### src/rtl/golden_nonce_tx_if.sv
// Purpose: groups the nonce capture strobe and the serial status outputs of
//          golden_nonce_tx into one bundle.
// Signals:
//   golden_nonce        32-bit nonce, meaningful only while the strobe is high
//   golden_nonce_match  one-cycle capture strobe
//   txd                 UART 8N1 line, idles high
//   busy                FIFO non-empty or a frame in flight
//   overflow            sticky nonce-dropped flag
// Modports:
//   master  producer side (hash core / bench) drives nonce + strobe
//   slave   the transmitter, drives txd / busy / overflow
interface golden_nonce_tx_if;
  logic [31:0] golden_nonce;
  logic        golden_nonce_match;
  logic        txd;
  logic        busy;
  logic        overflow;

  modport master (
    output golden_nonce,
    output golden_nonce_match,
    input  txd,
    input  busy,
    input  overflow
  );

  modport slave (
    input  golden_nonce,
    input  golden_nonce_match,
    output txd,
    output busy,
    output overflow
  );
endinterface

### src/rtl/golden_nonce_tx.sv
// Purpose: captures golden nonces from the hash core into a small FIFO and
//          sends each one to the host as four little-endian UART 8N1 bytes.
// Parameters:
//   CLK_DIV     hash_clk cycles per UART bit (>= 2)
//   FIFO_DEPTH  queued nonce entries (power of 2, >= 2)
// Ports:
//   hash_clk    sole clock, rising edge
//   rst_n       asynchronous active-low reset
//   bus         golden_nonce_tx_if.slave: golden_nonce, golden_nonce_match in;
//               txd, busy, overflow out
module golden_nonce_tx #(
  parameter int CLK_DIV    = 434,
  parameter int FIFO_DEPTH = 4
) (
  input  logic               hash_clk,
  input  logic               rst_n,
  golden_nonce_tx_if.slave   bus
);

  localparam int AW = $clog2(FIFO_DEPTH);
  localparam int CW = $clog2(CLK_DIV);
  localparam logic [CW-1:0] BAUD_LAST = CW'(CLK_DIV - 1);
  localparam logic [AW:0]   FIFO_FULL = (AW + 1)'(FIFO_DEPTH);

  generate
    if (CLK_DIV < 2) begin : g_bad_clk_div
      $error("golden_nonce_tx: CLK_DIV must be >= 2");
    end
    if (FIFO_DEPTH < 2 || (1 << AW) != FIFO_DEPTH) begin : g_bad_depth
      $error("golden_nonce_tx: FIFO_DEPTH must be a power of 2 and >= 2");
    end
  endgenerate

  typedef enum logic [1:0] {
    S_IDLE,
    S_START,
    S_DATA,
    S_STOP
  } tx_state_t;

  // FIFO storage and bookkeeping
  logic [31:0]   fifo_mem [FIFO_DEPTH];
  logic [AW-1:0] wr_ptr;
  logic [AW-1:0] rd_ptr;
  logic [AW:0]   count;
  logic [AW:0]   count_n;
  logic          fifo_full;
  logic          fifo_empty;
  logic          push;
  logic          pop;
  logic          drop;
  logic          overflow_q;

  // transmitter state
  tx_state_t     state;
  tx_state_t     state_n;
  logic [CW-1:0] baud_cnt;
  logic [CW-1:0] baud_n;
  logic [2:0]    bit_idx;
  logic [2:0]    bit_n;
  logic [1:0]    byte_idx;
  logic [1:0]    byte_n;
  logic [31:0]   shreg;
  logic [31:0]   shreg_n;
  logic          baud_last;
  logic          txd_q;
  logic          txd_n;
  logic          busy_q;
  logic          busy_n;

  assign fifo_full  = (count == FIFO_FULL);
  assign fifo_empty = (count == '0);
  assign baud_last  = (baud_cnt == BAUD_LAST);

  // A full FIFO still accepts a nonce when the transmitter pops in the same
  // cycle, so a drop only happens when there is truly no room.
  always_comb begin
    push    = bus.golden_nonce_match && (!fifo_full || pop);
    drop    = bus.golden_nonce_match && fifo_full && !pop;
    count_n = count;
    case ({push, pop})
      2'b10:   count_n = count + (AW + 1)'(1);
      2'b01:   count_n = count - (AW + 1)'(1);
      default: count_n = count;
    endcase
  end

  always_ff @(posedge hash_clk or negedge rst_n) begin
    if (!rst_n) begin
      wr_ptr     <= '0;
      rd_ptr     <= '0;
      count      <= '0;
      overflow_q <= 1'b0;
    end else begin
      if (push) wr_ptr <= wr_ptr + AW'(1);
      if (pop)  rd_ptr <= rd_ptr + AW'(1);
      count <= count_n;
      if (drop) overflow_q <= 1'b1;
    end
  end

  // Storage needs no reset: the pointers and count define what is valid.
  always_ff @(posedge hash_clk) begin
    if (push) fifo_mem[wr_ptr] <= bus.golden_nonce;
  end

  // Next-state logic. The shift register drops one bit per data bit sent,
  // so the LSB is always the next bit on the wire and the bytes come out
  // little-endian without any byte selection.
  always_comb begin
    state_n = state;
    baud_n  = baud_cnt;
    bit_n   = bit_idx;
    byte_n  = byte_idx;
    shreg_n = shreg;
    pop     = 1'b0;
    case (state)
      S_IDLE: begin
        baud_n = '0;
        if (!fifo_empty) begin
          pop     = 1'b1;
          shreg_n = fifo_mem[rd_ptr];
          byte_n  = '0;
          state_n = S_START;
        end
      end
      S_START: begin
        if (baud_last) begin
          baud_n  = '0;
          bit_n   = '0;
          state_n = S_DATA;
        end else begin
          baud_n = baud_cnt + CW'(1);
        end
      end
      S_DATA: begin
        if (baud_last) begin
          baud_n  = '0;
          shreg_n = {1'b0, shreg[31:1]};
          if (bit_idx == 3'd7) begin
            state_n = S_STOP;
          end else begin
            bit_n = bit_idx + 3'd1;
          end
        end else begin
          baud_n = baud_cnt + CW'(1);
        end
      end
      S_STOP: begin
        if (baud_last) begin
          baud_n = '0;
          if (byte_idx != 2'd3) begin
            byte_n  = byte_idx + 2'd1;
            state_n = S_START;
          end else begin
            state_n = S_IDLE;
          end
        end else begin
          baud_n = baud_cnt + CW'(1);
        end
      end
      default: begin
        state_n = S_IDLE;
        baud_n  = '0;
      end
    endcase
  end

  // txd and busy are registered from next-state values so the pin is
  // glitch-free yet changes on the same edge as the state it reflects.
  always_comb begin
    case (state_n)
      S_START: txd_n = 1'b0;
      S_DATA:  txd_n = shreg_n[0];
      default: txd_n = 1'b1;
    endcase
    busy_n = (state_n != S_IDLE) || (count_n != '0);
  end

  always_ff @(posedge hash_clk or negedge rst_n) begin
    if (!rst_n) begin
      state    <= S_IDLE;
      baud_cnt <= '0;
      bit_idx  <= '0;
      byte_idx <= '0;
      shreg    <= '0;
      txd_q    <= 1'b1;
      busy_q   <= 1'b0;
    end else begin
      state    <= state_n;
      baud_cnt <= baud_n;
      bit_idx  <= bit_n;
      byte_idx <= byte_n;
      shreg    <= shreg_n;
      txd_q    <= txd_n;
      busy_q   <= busy_n;
    end
  end

  assign bus.txd      = txd_q;
  assign bus.busy     = busy_q;
  assign bus.overflow = overflow_q;

endmodule

### src/flat_wrapper.sv
// flat-port wrapper written by rule: the top's interface ports become plain ports
module golden_nonce_tx_flat 
#(
  parameter int CLK_DIV    = 434,
  parameter int FIFO_DEPTH = 4
)
  (hash_clk, rst_n, bus_golden_nonce, bus_golden_nonce_match, bus_txd, bus_busy, bus_overflow);
  golden_nonce_tx_if bus_i ();
  input  logic hash_clk;
  input  logic rst_n;
  input wire logic [$bits(bus_i.golden_nonce)-1:0] bus_golden_nonce;
  input wire logic [$bits(bus_i.golden_nonce_match)-1:0] bus_golden_nonce_match;
  output wire logic [$bits(bus_i.txd)-1:0] bus_txd;
  output wire logic [$bits(bus_i.busy)-1:0] bus_busy;
  output wire logic [$bits(bus_i.overflow)-1:0] bus_overflow;
  assign bus_i.golden_nonce = bus_golden_nonce;
  assign bus_i.golden_nonce_match = bus_golden_nonce_match;
  assign bus_txd = bus_i.txd;
  assign bus_busy = bus_i.busy;
  assign bus_overflow = bus_i.overflow;
  golden_nonce_tx #(.CLK_DIV(CLK_DIV), .FIFO_DEPTH(FIFO_DEPTH)) u_core (.hash_clk(hash_clk), .rst_n(rst_n), .bus(bus_i));
endmodule
### config.mk
export PLATFORM = sky130hd
export DESIGN_NAME = golden_nonce_tx_flat
export DESIGN_NICKNAME = d
export VERILOG_FILES = /design/src/rtl/golden_nonce_tx_if.sv /design/src/rtl/golden_nonce_tx.sv /design/src/flat_wrapper.sv
export SDC_FILE = /design/constraint.sdc
export NUM_CORES = 1
export LEC_CHECK = 0
export CAP_MARGIN = 25
export CORE_AREA = 2 2 130 94
export CTS_BUF_LIST = sky130_fd_sc_hd__clkbuf_8
export DETAILED_ROUTE_END_ITERATION = 16
export DIE_AREA = 0 0 132 96
export PLACE_DENSITY = 0.95
export SLEW_MARGIN = 20
export SYNTH_ARGS = -nofsm -noshare
export SYNTH_HDL_FRONTEND = slang
export SYNTH_SLANG_ARGS = --single-unit
### constraint.sdc
create_clock -name hash_clk -period 3.6 [get_ports hash_clk]
set_input_delay 0.36 -clock hash_clk [delete_from_list [all_inputs] [get_ports hash_clk]]
set_output_delay 0.36 -clock hash_clk [all_outputs]
set_load 0.01 [all_outputs]
Yosys cells after proc, flatten, opt, wreduce, memory -nomap -nowiden
Memory sizes are Yosys's and may differ from the RTL's.
Cells that the tools add are included.
{"block": "classes", "n_addsub": 7, "eq_ne": 17, "muxes": 26, "n_reduce_logical": 18}
{"cell": "$mux W32", "count": 2}
{"cell": "$pmux W32 S2", "count": 1}
{"cell": "$pmux W9 S2", "count": 1}
{"cell": "$mux W2", "count": 8}
{"cell": "$pmux W3 S2", "count": 2}
{"cell": "$add A9 B1 Y9 const B", "count": 1}
{"cell": "$eq A9 B9 Y1 const B", "count": 1}
{"cell": "$mux W3", "count": 3}
{"cell": "$mux W9", "count": 1}
{"cell": "$eq A2 B2 Y1 const B", "count": 4}
{"cell": "$ne A2 B1 Y1 const B", "count": 4}
{"cell": "$pmux W2 S4", "count": 1}
{"cell": "$reduce_and A4 Y1", "count": 2}
{"cell": "$reduce_bool A2 Y1", "count": 4}
{"cell": "$add A2 B1 Y2 const B", "count": 3}
{"cell": "$add A3 B1 Y3 const B", "count": 2}
{"cell": "$eq A2 B1 Y1 const B", "count": 3}
{"cell": "$eq A3 B3 Y1 const B", "count": 2}
{"cell": "$ne A2 B2 Y1 const B", "count": 3}
{"cell": "$mux W1", "count": 5}
{"cell": "$pmux W2 S2", "count": 1}
{"cell": "$logic_and A1 B1 Y1", "count": 3}
{"cell": "$logic_not A3 Y1", "count": 1}
{"cell": "$reduce_and A3 Y1", "count": 1}
{"cell": "7 further kinds", "count": 9}
{"block": "word_totals", "reg_bits": 58, "ram_bits": 128, "inputBits": 35, "out_inout_bits": 3, "wordCells": 81, "mem_count": 1}
{"memory": "u_core.fifo_mem", "words": 4, "width": 32, "rd": 1, "rd_ports_with_merged_regs": 0, "wr": 1, "line_no": "golden_nonce_tx.sv:42", "rtl": "logic [31:0] fifo_mem [FIFO_DEPTH];"}

Depth between registers and ports, before layout
{"block": "logic_depth", "ltp_word": 9, "depth_mapped": 9, "mapped_depth_nobuf": 8}

Worst setup path before layout
Ideal clock, no wire load.
{"block": "synth_timing", "path_type": "register -> register", "startpoint": "reg u_core.state[1]", "endpoint": "reg u_core.busy_q (netlist: u_core.bus.busy)", "setup_ns": 0.143, "arrival_time_ns": 2.227, "t_required_ns": 3.457, "slack_ns": 1.229, "path_stages_with_launch": 10, "path_buffers": 1, "period_less_slack_ns": 2.371, "path_cell_list": "dfrtp_1 > or2_1 > clkbuf_1 > a31oi_2 > inv_1 > ha_1 > fa_1 > mux2_2 > nor2_1 > o2111ai_1"}
{"block": "synth_via", "elab_chain_len": 8}
{"element": "start: declaration", "line_no": "golden_nonce_tx.sv:55", "rtl": "tx_state_t state;"}
{"element": "start signal: assignment", "line_no": "golden_nonce_tx.sv:190", "rtl": "state <= state_n;"}
{"element": "$logic_not A2 Y1 *", "line_no": "golden_nonce_tx.sv:117", "rtl": "case (state)"}
{"element": "$mux W1 *", "line_no": "golden_nonce_tx.sv:117"}
{"element": "$logic_or A1 B1 Y1", "line_no": "golden_nonce_tx.sv:78", "rtl": "push = bus.golden_nonce_match && (!fifo_full || pop);"}
{"element": "$logic_and A1 B1 Y1", "line_no": "golden_nonce_tx.sv:78"}
{"element": "$eq A2 B1 Y1 or $eq A2 B2 Y1 (tied branches)", "line_no": "golden_nonce_tx.sv:81", "rtl": "case ({push, pop})"}
{"element": "$pmux W3 S2 *", "line_no": "golden_nonce_tx.sv:81"}
{"element": "via u_core.count_n[1]", "line_no": "golden_nonce_tx.sv:46", "rtl": "logic [AW:0] count_n;"}
{"element": "$reduce_bool A3 Y1 *", "line_no": "golden_nonce_tx.sv:177", "rtl": "busy_n = (state_n != S_IDLE) || (count_n != '0);"}
{"element": "$logic_or A1 B1 Y1 *", "line_no": "golden_nonce_tx.sv:177"}
{"element": "via u_core.busy_n", "line_no": "golden_nonce_tx.sv:69", "rtl": "logic busy_n;"}
{"element": "end signal: assignment", "line_no": "golden_nonce_tx.sv:196", "rtl": "busy_q <= busy_n;"}
{"element": "end: declaration", "line_no": "golden_nonce_tx.sv:68", "rtl": "logic busy_q;"}
Mark *: on every way through the listed nets, which the timed path passes. The rest lies on a longest branch.
A chain may end at the register's enable or synchronous reset.

Worst setup path in the final report
{"block": "layout_timing", "startpoint": "reg u_core.state[1]", "endpoint": "reg u_core.busy_q (netlist: u_core.bus.busy)"}
{"block": "layout_via", "elab_chain_len": 8}
{"element": "$logic_not A2 Y1", "line_no": "golden_nonce_tx.sv:117"}
{"element": "$mux W1", "line_no": "golden_nonce_tx.sv:117"}
{"element": "$logic_or A1 B1 Y1", "line_no": "golden_nonce_tx.sv:78"}
{"element": "$logic_and A1 B1 Y1", "line_no": "golden_nonce_tx.sv:78"}
{"element": "$eq A2 B1 Y1 or $eq A2 B2 Y1 (tied branches)", "line_no": "golden_nonce_tx.sv:81"}
{"element": "$pmux W3 S2", "line_no": "golden_nonce_tx.sv:81"}
{"element": "$reduce_bool A3 Y1", "line_no": "golden_nonce_tx.sv:177"}
{"element": "$logic_or A1 B1 Y1 *", "line_no": "golden_nonce_tx.sv:177"}
{"element": "via u_core.busy_n", "line_no": "golden_nonce_tx.sv:69"}
Marked as above.

==> flow_summary.rst <==
.. list-table::
   :header-rows: 1

   * - Metric
     - Value
   * - Run status
     - complete, no violations
   * - Top FF cell, synth
     - edfxtp_1
   * - Max_cap viols
     - 0
   * - Setup TNS
     - 0 ns
   * - Global-route wire length before repair
     - 22400 um
   * - Endpoint kind of the worst setup timing path
     - flop
   * - Top cell types by occurrence after synthesis
     - edfxtp_1 (128), dfrtp_1 (57), and3_1 (32)
   * - Busiest layer in global routing
     - met2
   * - Count of routing violations after the opening detailed-route iteration
     - 326
   * - Switching power
     - 1.92 mW
   * - Met3 Track Usage GR
     - 5.48%
   * - Global Route met1 Usage
     - 30.6%
   * - WL per Instance
     - 22.0 um
   * - Core Util, Final
     - 73.4%
   * - Area of the die
     - 0.0127 mm^2
   * - Proportion of total power due to net switching
     - 31.5%
   * - CTS max path bufs
     - 2
   * - Sequential-to-total area share from yosys stat
     - 70.3%
   * - Total half-perimeter wirelength after legalization and detailed placement
     - 8410 um
   * - Fraction of the cycle the final worst path needs
     - 77.8%
   * - Critical Setup Path Class
     - flop to flop
   * - Antenna viol nets, final
     - 0
   * - Post-route non-filler standard cell count
     - 633
   * - Minimum clock period
     - 2.80 ns
   * - Floorplan die height
     - 96 um
   * - Power share of the combinational group
     - 26.0%
   * - Clock insertion delay at the later pin of the skew report
     - 0.47 ns
   * - Library cells used by synthesis
     - 45
   * - Number of CTS-inserted buffers
     - 17
   * - Critical path arrival
     - 3.12 ns
   * - H-Tree Depth
     - 4
   * - Area of the core region
     - 0.0114 mm^2
   * - Maximum fanout along the worst path
     - 14
   * - # IOs
     - 38
   * - Fmax achieved
     - 0.357 GHz
   * - Routed vias
     - 4142
   * - Sum of overflow across all layers after global routing
     - 0
   * - CTS tree
     - done
   * - Top post-synthesis cells by area
     - edfxtp_1 (51%), dfrtp_1 (19%), mux4_2 (8.4%), a221o_1 (4.1%), and3_1 (2.7%)
   * - Final Hold Violating Endpoints
     - 0
   * - Most numerous cell in the Yosys netlist
     - edfxtp_1
   * - Synthesized netlist cell count
     - 421
   * - Number of warnings issued by yosys
     - 0
   * - Netlist area before placement
     - 0.00753 mm^2
   * - Number of flops mapped to enable cells by yosys
     - 128
   * - Global-route track usage on met2
     - 40.5%
   * - Maximum number of pins on one net before global-route repair
     - 45
   * - Required time at the worst-slack endpoint
     - 3.92 ns
   * - Inserted Diodes
     - 0
   * - Mean number of vias per cell
     - 6.54
   * - DR pass1 iterations
     - 5
   * - Path type of the worst min-delay path
     - input pin to asynchronous set/reset pin
   * - Clock tree skew after final layout
     - 0.0102 ns
   * - Tot GR Track Use
     - 23.9%
   * - Clock network fraction of design power
     - 21.4%
   * - Internal portion of total power
     - 4.17 mW
   * - Total Routed Length
     - 14000 um
   * - Area overhead of the layout relative to synthesis
     - 11.4%
   * - Unrepaired setup endpoints after global routing
     - no
   * - Area fraction of the dominant cell type after synthesis
     - 51.0%
   * - Layout fillers
     - 645
   * - Placed cell count
     - 600
   * - Nets in the synthesized netlist
     - 467
   * - Reg clk slew, reported paths
     - 0.10 ns
   * - Vias in the first global route
     - 4331
   * - Number of cell rows
     - 33
   * - Nets
     - 509
   * - Worst Setup Start Kind
     - flop
   * - Horizontal die dimension
     - 132 um
   * - Placer Congestion
     - 0.775
   * - Worst relative slew slack
     - 33.4%
   * - Standard cell with the maximum stage delay on the critical path
     - dfrtp_1
   * - Highest ir drop seen on vdd
     - 0.449 mV
   * - Share of post-route cells with drive strength above 1
     - 16.8%
   * - Mean cell area of the mapped netlist
     - 17.9 um^2
   * - Final max-slew violation count
     - 0
   * - Drc violations
     - 0
   * - Leakage
     - 3.12 nW
   * - Critical Path, Cell by Cell
     - or2_1, a31oi_2, inv_1, ha_1, fa_1, xnor2_1, o21ai_0, o2111ai_1
   * - Number of storage elements in the synthesis netlist
     - 186
   * - Share of synthesized flip-flops with an asynchronous set or reset
     - 31.2%
   * - Relative contribution of sequential cells to total power
     - 52.5%
   * - Starting density of the core
     - 65.9%
   * - Pwr Density
     - 726 mW/mm^2
   * - Setup fix buffers added after clock tree synthesis
     - 0
   * - Count of port buffers added during placement
     - 37
   * - Buffer cell driving the clock tree root
     - clkbuf_8
   * - Slew @ Worst Pin
     - 0.997 ns
   * - Clock sink count
     - 186
   * - Final setup violation count
     - 0
   * - Overall power after layout
     - 6.09 mW
   * - Initial antenna violation count
     - 0
   * - Peak per-stage delay on the critical path
     - 0.54 ns
   * - Yosys top cell by area
     - edfxtp_1
   * - Count of instances resized after the clock tree is built
     - 0
[what timing repair did]
| item | 4_1_cts | 5_1_grt |
|---|---|---|
| endpoints found under the setup margin | 0 | 0 |
| hold buffers | 0 | 1 |
| endpoints found under the hold margin | 0 | 42 |
[cell type report]
cell class | count | area (um^2) | area share [%]
Clock buffer | 17 | 234 | 2.79
Clock inverter | 15 | 139 | 1.66
Inverter | 10 | 37.5 | 0.447
Multi-Input combinational cell | 198 | 2020 | 24.0
Sequential cell | 186 | 5300 | 63.1
Tap cell | 157 | 196 | 2.34
Timing Repair Buffer | 50 | 468 | 5.58
[routing by layer]
| layer | wire length [um] | vias up |
|---|---|---|
| li1 | - | 1788 |
| met5 | 0 | - |
| met4 | 264 | 0 |
| met1 | 5680 | 2156 |
| met2 | 7180 | 168 |
| met3 | 840 | 30 |
[power by group through the flow]
stage | clock (mW) | sequential (mW) | combinational, mW
6_report | 1.31 | 3.20 | 1.58
5_1_grt | 1.42 | 3.25 | 1.71
4_1_cts | 1.32 | 3.20 | 1.60
3_5_place_dp | 0 | 3.23 | 1.60
3_3_place_gp | 0 | 3.19 | 1.50
2_1_floorplan | 0 | 3.10 | 1.29
[sequential cells by signal (all words and copies together), names as in the netlist]
name                 count
u_core.shreg            32
u_core.wr_ptr            2
u_core.bus.busy          1
u_core.bus.overflow      1
u_core.rd_ptr            2
u_core.fifo_mem        128
u_core.baud_cnt          9
u_core.state             2
u_core.bit_idx           3
u_core.bus.txd           1
u_core.count             3
u_core.byte_idx          2
[cells in the final DEF, fill, tap and decap left out, types with 7 or more instances in the layout]
master             n
clkbuf_8          17
edfxtp_1         128
inv_1             10
xnor2_1            7
clkdlybuf4s50_1   36
ha_1              10
buf_4             13
and3_1            32
a221o_1           31
o21ai_0            9
dfrtp_1           56
mux4_2            28
nor2_1            10
[worst paths after layout]
kind	depth (start not counted)	to	startpoint	slack [ns]
worst max-delay path	8	u_core.bus.busy	u_core.state[1]	0.80
worst min-delay path	2	u_core.baud_cnt[5]	rst_n	0.43
worst max register to register	8	u_core.bus.busy	u_core.state[1]	0.80
worst min register to register	1	u_core.bus.overflow	u_core.bus.overflow	0.49
max in group asynchronous	3	u_core.shreg[20]	rst_n	2.53
min in group hash_clk	1	u_core.bus.overflow	u_core.bus.overflow	0.49
[critical path, delay by kind of cell, from the launching register on]
| family | cells | cell delay [ns] |
|---|---|---|
| AND/OR/NAND/NOR | 1 | 0.41 |
| flip-flops | 1 | 0.54 |
| adder cells (fa/ha/maj) | 2 | 0.62 |
| XOR/XNOR | 1 | 0.16 |
| buffers and inverters | 1 | 0.09 |
| AO/OA/AOI/OAI | 3 | 0.84 |
[logic make-up after synthesis]
kind of cell | after synthesis | share of synthesized area (%)
XOR/XNOR | 9 | 1.05
AND/OR/NAND/NOR | 78 | 6.11
multiplexers | 36 | 10.3
flip-flops | 186 | 70.3
adder cells (fa/ha/maj) | 11 | 1.93
buffers and inverters | 37 | 2.92
AO/OA/AOI/OAI | 64 | 7.36
[through the flow]
step	instance area [um^2]	worst slack (ns)	hold slack, ns
finish	8390	0.799	0.427
global route	8390	0.611	0.483
CTS	8380	0.819	0.0765
detailed placement	8000	0.846	0.472
global placement	8000	1.05	0.465
floorplan	7530	1.23	0.0644
No activity file was read; power rests on OpenSTA's default activity.
